<file path="src/rtl/onehot_pulse_decoder_pkg.sv">
// Shared types and width helpers for the one-hot pulse decoder and the matching encoder bench.
package onehot_pulse_decoder_pkg;

  typedef enum logic [1:0] {
    ST_IDLE = 2'd0,
    ST_HOLD = 2'd1,
    ST_GAP  = 2'd2
  } state_e;

  localparam int unsigned CODE_W_DEF   = 4;
  localparam int unsigned ONEHOT_W_DEF = 2 ** CODE_W_DEF;

  function automatic int unsigned onehot_width(input int unsigned code_w);
    return 2 ** code_w;
  endfunction

  // Counter must hold both HOLD-1 and GAP-1, and is never narrower than one bit.
  function automatic int unsigned cnt_width(input int unsigned hold, input int unsigned gap);
    int unsigned m;
    m = 2;
    if (hold > m) m = hold;
    if (gap > m) m = gap;
    return $clog2(m);
  endfunction

endpackage

</file>
<file path="src/rtl/onehot_dec_comb.sv">
// Pure combinational CODE_W-to-2**CODE_W one-hot decoder.
module onehot_dec_comb
  import onehot_pulse_decoder_pkg::*;
#(
  parameter int unsigned CODE_W = CODE_W_DEF,
  parameter int unsigned OUT_W  = onehot_width(CODE_W)
) (
  input  logic [CODE_W-1:0] code_i,
  output logic [OUT_W-1:0]  onehot_o
);

  always_comb begin
    // NOTE: assign a default before any conditional/indexed write so no latch is inferred.
    onehot_o         = '0;
    onehot_o[code_i] = 1'b1;
  end

endmodule

</file>
<file path="src/rtl/onehot_pulse_decoder.sv">
// Handshaked index-to-one-hot decoder: registers the decoded line, holds it HOLD cycles, then blanks GAP cycles.
module onehot_pulse_decoder
  import onehot_pulse_decoder_pkg::*;
#(
  parameter  int unsigned CODE_W = CODE_W_DEF,
  parameter  int unsigned HOLD   = 4,
  parameter  int unsigned GAP    = 1,
  localparam int unsigned OUT_W  = onehot_width(CODE_W)
) (
  input  logic              clk,
  input  logic              rst_n,
  input  logic              flush,
  input  logic              in_valid,
  output logic              in_ready,
  input  logic [CODE_W-1:0] in_code,
  output logic [OUT_W-1:0]  out_onehot,
  output logic              out_valid,
  output logic              busy
);

  localparam int unsigned CNT_W = cnt_width(HOLD, GAP);
  localparam logic [CNT_W-1:0] HOLD_LOAD = CNT_W'(HOLD - 1);
  localparam logic [CNT_W-1:0] GAP_LOAD  = CNT_W'((GAP == 0) ? 0 : GAP - 1);

  state_e           state_q, state_d;
  logic [CNT_W-1:0] cnt_q, cnt_d;
  logic [OUT_W-1:0] onehot_q, onehot_d;
  logic             valid_q, valid_d;
  logic [OUT_W-1:0] dec_onehot;

  onehot_dec_comb #(
    .CODE_W (CODE_W),
    .OUT_W  (OUT_W)
  ) u_dec (
    .code_i   (in_code),
    .onehot_o (dec_onehot)
  );

  assign in_ready   = (state_q == ST_IDLE) && !flush;
  assign busy       = (state_q != ST_IDLE);
  assign out_onehot = onehot_q;
  assign out_valid  = valid_q;

  always_comb begin
    state_d  = state_q;
    cnt_d    = cnt_q;
    onehot_d = onehot_q;
    valid_d  = valid_q;

    if (flush) begin
      state_d  = ST_IDLE;
      cnt_d    = '0;
      onehot_d = '0;
      valid_d  = 1'b0;
    end else begin
      unique case (state_q)
        ST_IDLE: begin
          if (in_valid) begin
            onehot_d = dec_onehot;
            valid_d  = 1'b1;
            cnt_d    = HOLD_LOAD;
            state_d  = ST_HOLD;
          end
        end
        ST_HOLD: begin
          if (cnt_q == '0) begin
            onehot_d = '0;
            valid_d  = 1'b0;
            // With no gap the block returns to IDLE, leaving exactly one blank cycle before the next accept.
            if (GAP > 0) begin
              state_d = ST_GAP;
              cnt_d   = GAP_LOAD;
            end else begin
              state_d = ST_IDLE;
              cnt_d   = '0;
            end
          end else begin
            cnt_d = cnt_q - 1'b1;
          end
        end
        ST_GAP: begin
          if (cnt_q == '0) begin
            state_d = ST_IDLE;
          end else begin
            cnt_d = cnt_q - 1'b1;
          end
        end
        default: begin
          state_d  = ST_IDLE;
          cnt_d    = '0;
          onehot_d = '0;
          valid_d  = 1'b0;
        end
      endcase
    end
  end

  always_ff @(posedge clk or negedge rst_n) begin
    if (!rst_n) begin
      state_q  <= ST_IDLE;
      cnt_q    <= '0;
      onehot_q <= '0;
      valid_q  <= 1'b0;
    end else begin
      // NOTE: sequential state uses non-blocking assignment so every register samples pre-edge values.
      state_q  <= state_d;
      cnt_q    <= cnt_d;
      onehot_q <= onehot_d;
      valid_q  <= valid_d;
    end
  end

  a_onehot0 : assert property (@(posedge clk) disable iff (!rst_n) $onehot0(out_onehot));
  a_valid_matches : assert property (@(posedge clk) disable iff (!rst_n) out_valid == (|out_onehot));

endmodule

</file>
<file path="config.mk">
export PLATFORM = sky130hd
export DESIGN_NAME = onehot_pulse_decoder
export DESIGN_NICKNAME = d
export VERILOG_FILES = /design/src/rtl/onehot_pulse_decoder_pkg.sv /design/src/rtl/onehot_dec_comb.sv /design/src/rtl/onehot_pulse_decoder.sv
export SDC_FILE = /design/constraint.sdc
export NUM_CORES = 1
export LEC_CHECK = 0
export ABC_AREA = 1
export CORE_MARGIN = 2
export CORE_UTILIZATION = 35
export CTS_BUF_LIST = sky130_fd_sc_hd__clkbuf_4 sky130_fd_sc_hd__clkbuf_8
export DETAILED_ROUTE_END_ITERATION = 16
export PLACE_DENSITY = 0.64
export REMOVE_ABC_BUFFERS = 1
export SLEW_MARGIN = 25
export SYNTH_ARGS = -nofsm -noshare
export SYNTH_HDL_FRONTEND = slang
export SYNTH_SLANG_ARGS = --single-unit
</file>
<file path="constraint.sdc">
create_clock -name clk -period 1.2 [get_ports clk]
set_input_delay 0.18 -clock clk [delete_from_list [all_inputs] [get_ports clk]]
set_output_delay 0.18 -clock clk [all_outputs]
set_load 0.005 [all_outputs]
</file>
==> impl_results.md <==
- Status: finished, violations left
- Failing checks: setup timing
- Routed vias: 1128
- Required time reported for the critical path endpoint: 1020 ps
- Shortest period the worst path allows: 1360 ps
- Total wire length after detailed routing: 2810 um
- Combined area of the multi-input logic cells: 629 sq um
- CTS tree: yes
- Area Overhead vs Synth: 68.2%
- Post-route total power: 2.04 mW
- NumNets Final: 230
- Max-slew headroom at the worst pin: 82.5%
- Initial antenna violation count: 0
- Number of violations of the max-capacitance limit: 0
- Worst VDD drop: 0.615 mV
- Number of cells on the worst reg-to-reg path: 8
- Unrepaired setup endpoints after global routing: true
- Global-route wire length before repair: 4680 um
- Most frequent cells in the layout: sky130_fd_sc_hd__nand2_1, sky130_fd_sc_hd__buf_4, sky130_fd_sc_hd__nor2_1
- Leading cell type in the layout, fill and taps excluded: sky130_fd_sc_hd__nand2_1
- Share of layout cells above drive strength 1: 34.4%
- Initial standard-cell utilization of the core: 36.4%
- Largest net degree at the start of global routing: 22
- Port Buffer Count: 26
- Largest fanout on the critical path: 2
- Antenna diode instance count: 0
- Number of buffers inserted for hold repair after clock tree synthesis: 0
- Congestion Overflow GR: 0
- Synth warnings: 0
- Power density relative to cell area: 1110 mW/mm^2
- Crit Reg-Reg Endpoint: out_onehot[8]
- Start-to-end type of the worst setup path: reg2out
- Footprint of the flip-flops and latches: 526 sq um
- Reg-to-reg setup timing slack: -110 ps
- Synthesized area per cell: 7.23 sq um
- Die X: 59.9 um
- Max-slew violations: 0
- Leakage power: 1.08 nW
- Detail Route Antenna Nets: 0
- Clock latency on the worst-skew pair: 310 ps
- Initial detailed-routing violation count: 24
- Clock Tree Buf Depth: 2
- Hold Slack: 185 ps
- CP Launch Type: register
- All-layer global routing usage: 17.4%
- Chip height: 59.9 um
- Detailed-route wire length per cell: 11.2 um
- CP Capture Type: output port
- Share of synthesized area occupied by flip-flops and latches: 48.1%
- Gp weighted congestion: 0.830
- H-Tree Depth: 1
- Vias per cell: 4.49
- Setup violations, final: 20
- Post-CTS clock slew at the launch and capture registers of the worst setup and hold paths: 110 ps
- Post-detailed-placement half-perimeter wirelength: 1750 um
- Gate Count Post-Synth: 151
- Clock buffers created by TritonCTS: 3
- DRT Pass-1 Iters: 4
- Pin slew with the least headroom to its limit: 263 ps
- Number of filler cells placed in the layout: 291
- Core Region: 0.00300 sq mm
- Number of sinks on the clock net: 21
- Final Hold Fails: 0
- Synth cell types: 14
- DRC violations left: 0
- Die area: 0.00358 sq mm
- Utilization after layout: 61.2%
- Number of flip-flops and latches in the synthesized netlist: 21
- Worst min path class: in2async
- Launching point of the worst reg2reg path: state_q[0]
- Number of cell rows: 20
- Share of the clock period used by the worst path after layout: 113%
- Mapped cell area: 0.00109 sq mm
- Master cell of the clock root buffer: sky130_fd_sc_hd__clkbuf_4
- Final Worst Setup Slack: -161 ps
- IO Pins: 27
- Number of global-route vias before repair: 1121
- Setup TNS after final layout: -1460 ps
- Highest clock frequency the design can meet: 735 MHz
- Fin Clk Skew: 8.01 ps
- Worst endpoint data arrival time: 1180 ps
-- layout make-up --
class,instances,area share (%)
clock buffers,4,1.63
flip-flops and latches,21,28.6
inverters,15,3.61
well taps,33,2.25
repair buffers,62,29.2
multi-input cells,115,34.3
repair inverters,1,0.409
-- per-stage QoR --
| step | worst slack (ps) | cells | area, sq um |
|---|---|---|---|
| after floorplan | 19.4 | 149 | 1070 |
| after global placement | -275 | 223 | 1480 |
| after detailed placement | -288 | 223 | 1480 |
| after CTS | -153 | 244 | 1700 |
| after global routing | -230 | 251 | 1840 |
| final | -161 | 251 | 1840 |
-- sequential cells by signal, summed over array words and instances (netlist names) --
signal and count:
out_onehot 16, out_valid 1, state_q 2, cnt_q 2
-- what timing repair did --
item | CTS | global route
resized for setup | 45 | 30
endpoints found under the setup margin | 38 | 29
gates cloned | 3 | 0
buffers inserted | 14 | 8
pin swaps | 8 | 10
-- logic make-up (layout without fill, tap and decap cells) --
| kind of cell | count (synthesis) | in the layout | share of synthesized area [%] |
|---|---|---|---|
| flops | 21 | 21 | 48.1 |
| fa+ha+maj | 3 | 3 | 3.44 |
| buf+inv | 17 | 82 | 7.22 |
| compound gates | 1 | 1 | 0.458 |
| simple gates | 109 | 111 | 40.8 |
-- power breakdown --
group,internal (mW),total (mW),leakage [nW],switching (mW)
sequential,0.755,0.783,0.287,0.0277
combinational,0.446,0.893,0.775,0.447
clock,0.153,0.365,0.0184,0.212
total,1.35,2.04,1.08,0.687
-- synthesized netlist by cell type --
library cell / number / area (sq um)
sky130_fd_sc_hd__a21oi_1: 1 / 5.00
sky130_fd_sc_hd__nand3_4: 1 / 17.5
sky130_fd_sc_hd__buf_6: 2 / 22.5
sky130_fd_sc_hd__dfrtp_1: 21 / 526
sky130_fd_sc_hd__nand2_2: 3 / 18.8
sky130_fd_sc_hd__inv_2: 2 / 7.51
sky130_fd_sc_hd__nand4_2: 1 / 12.5
sky130_fd_sc_hd__nand2_1: 77 / 289
sky130_fd_sc_hd__nor2_2: 1 / 6.26
sky130_fd_sc_hd__nor2_1: 24 / 90.1
sky130_fd_sc_hd__nand3_1: 1 / 5.00
sky130_fd_sc_hd__ha_1: 3 / 37.5
sky130_fd_sc_hd__inv_1: 13 / 48.8
sky130_fd_sc_hd__nand4_1: 1 / 6.26
-- per-layer routing --
metal / GRT usage, % / vias to the layer above / routed length [um]
li1: - / 588 / -
met1: 21.3 / 512 / 1200
met2: 30.1 / 23 / 1460
met3: 3.03 / 5 / 111
met4: 6.67 / 0 / 38
met5: 0 / - / 0
-- worst max-delay path, cell delays in order (launching register included) --
cell and delay, ps:
sky130_fd_sc_hd__dfrtp_1 420, sky130_fd_sc_hd__buf_6 130, sky130_fd_sc_hd__nor2_4 110, sky130_fd_sc_hd__nand2_2 60, sky130_fd_sc_hd__inv_1 50, sky130_fd_sc_hd__buf_2 100
-- worst max-delay path by stage --
stage               startpoint             end  slack, ps  depth (start not counted)
finish              state_q[1]        in_ready       -160                          5
global route        state_q[1]        in_ready       -230                          5
CTS                 state_q[0]        in_ready       -150                          5
floorplan             cnt_q[0]   out_onehot[0]         20                          7
detailed placement       flush  out_onehot[10]       -290                          7
global placement         flush   out_onehot[4]       -280                          7
No activity file was read; power rests on OpenSTA's default activity.
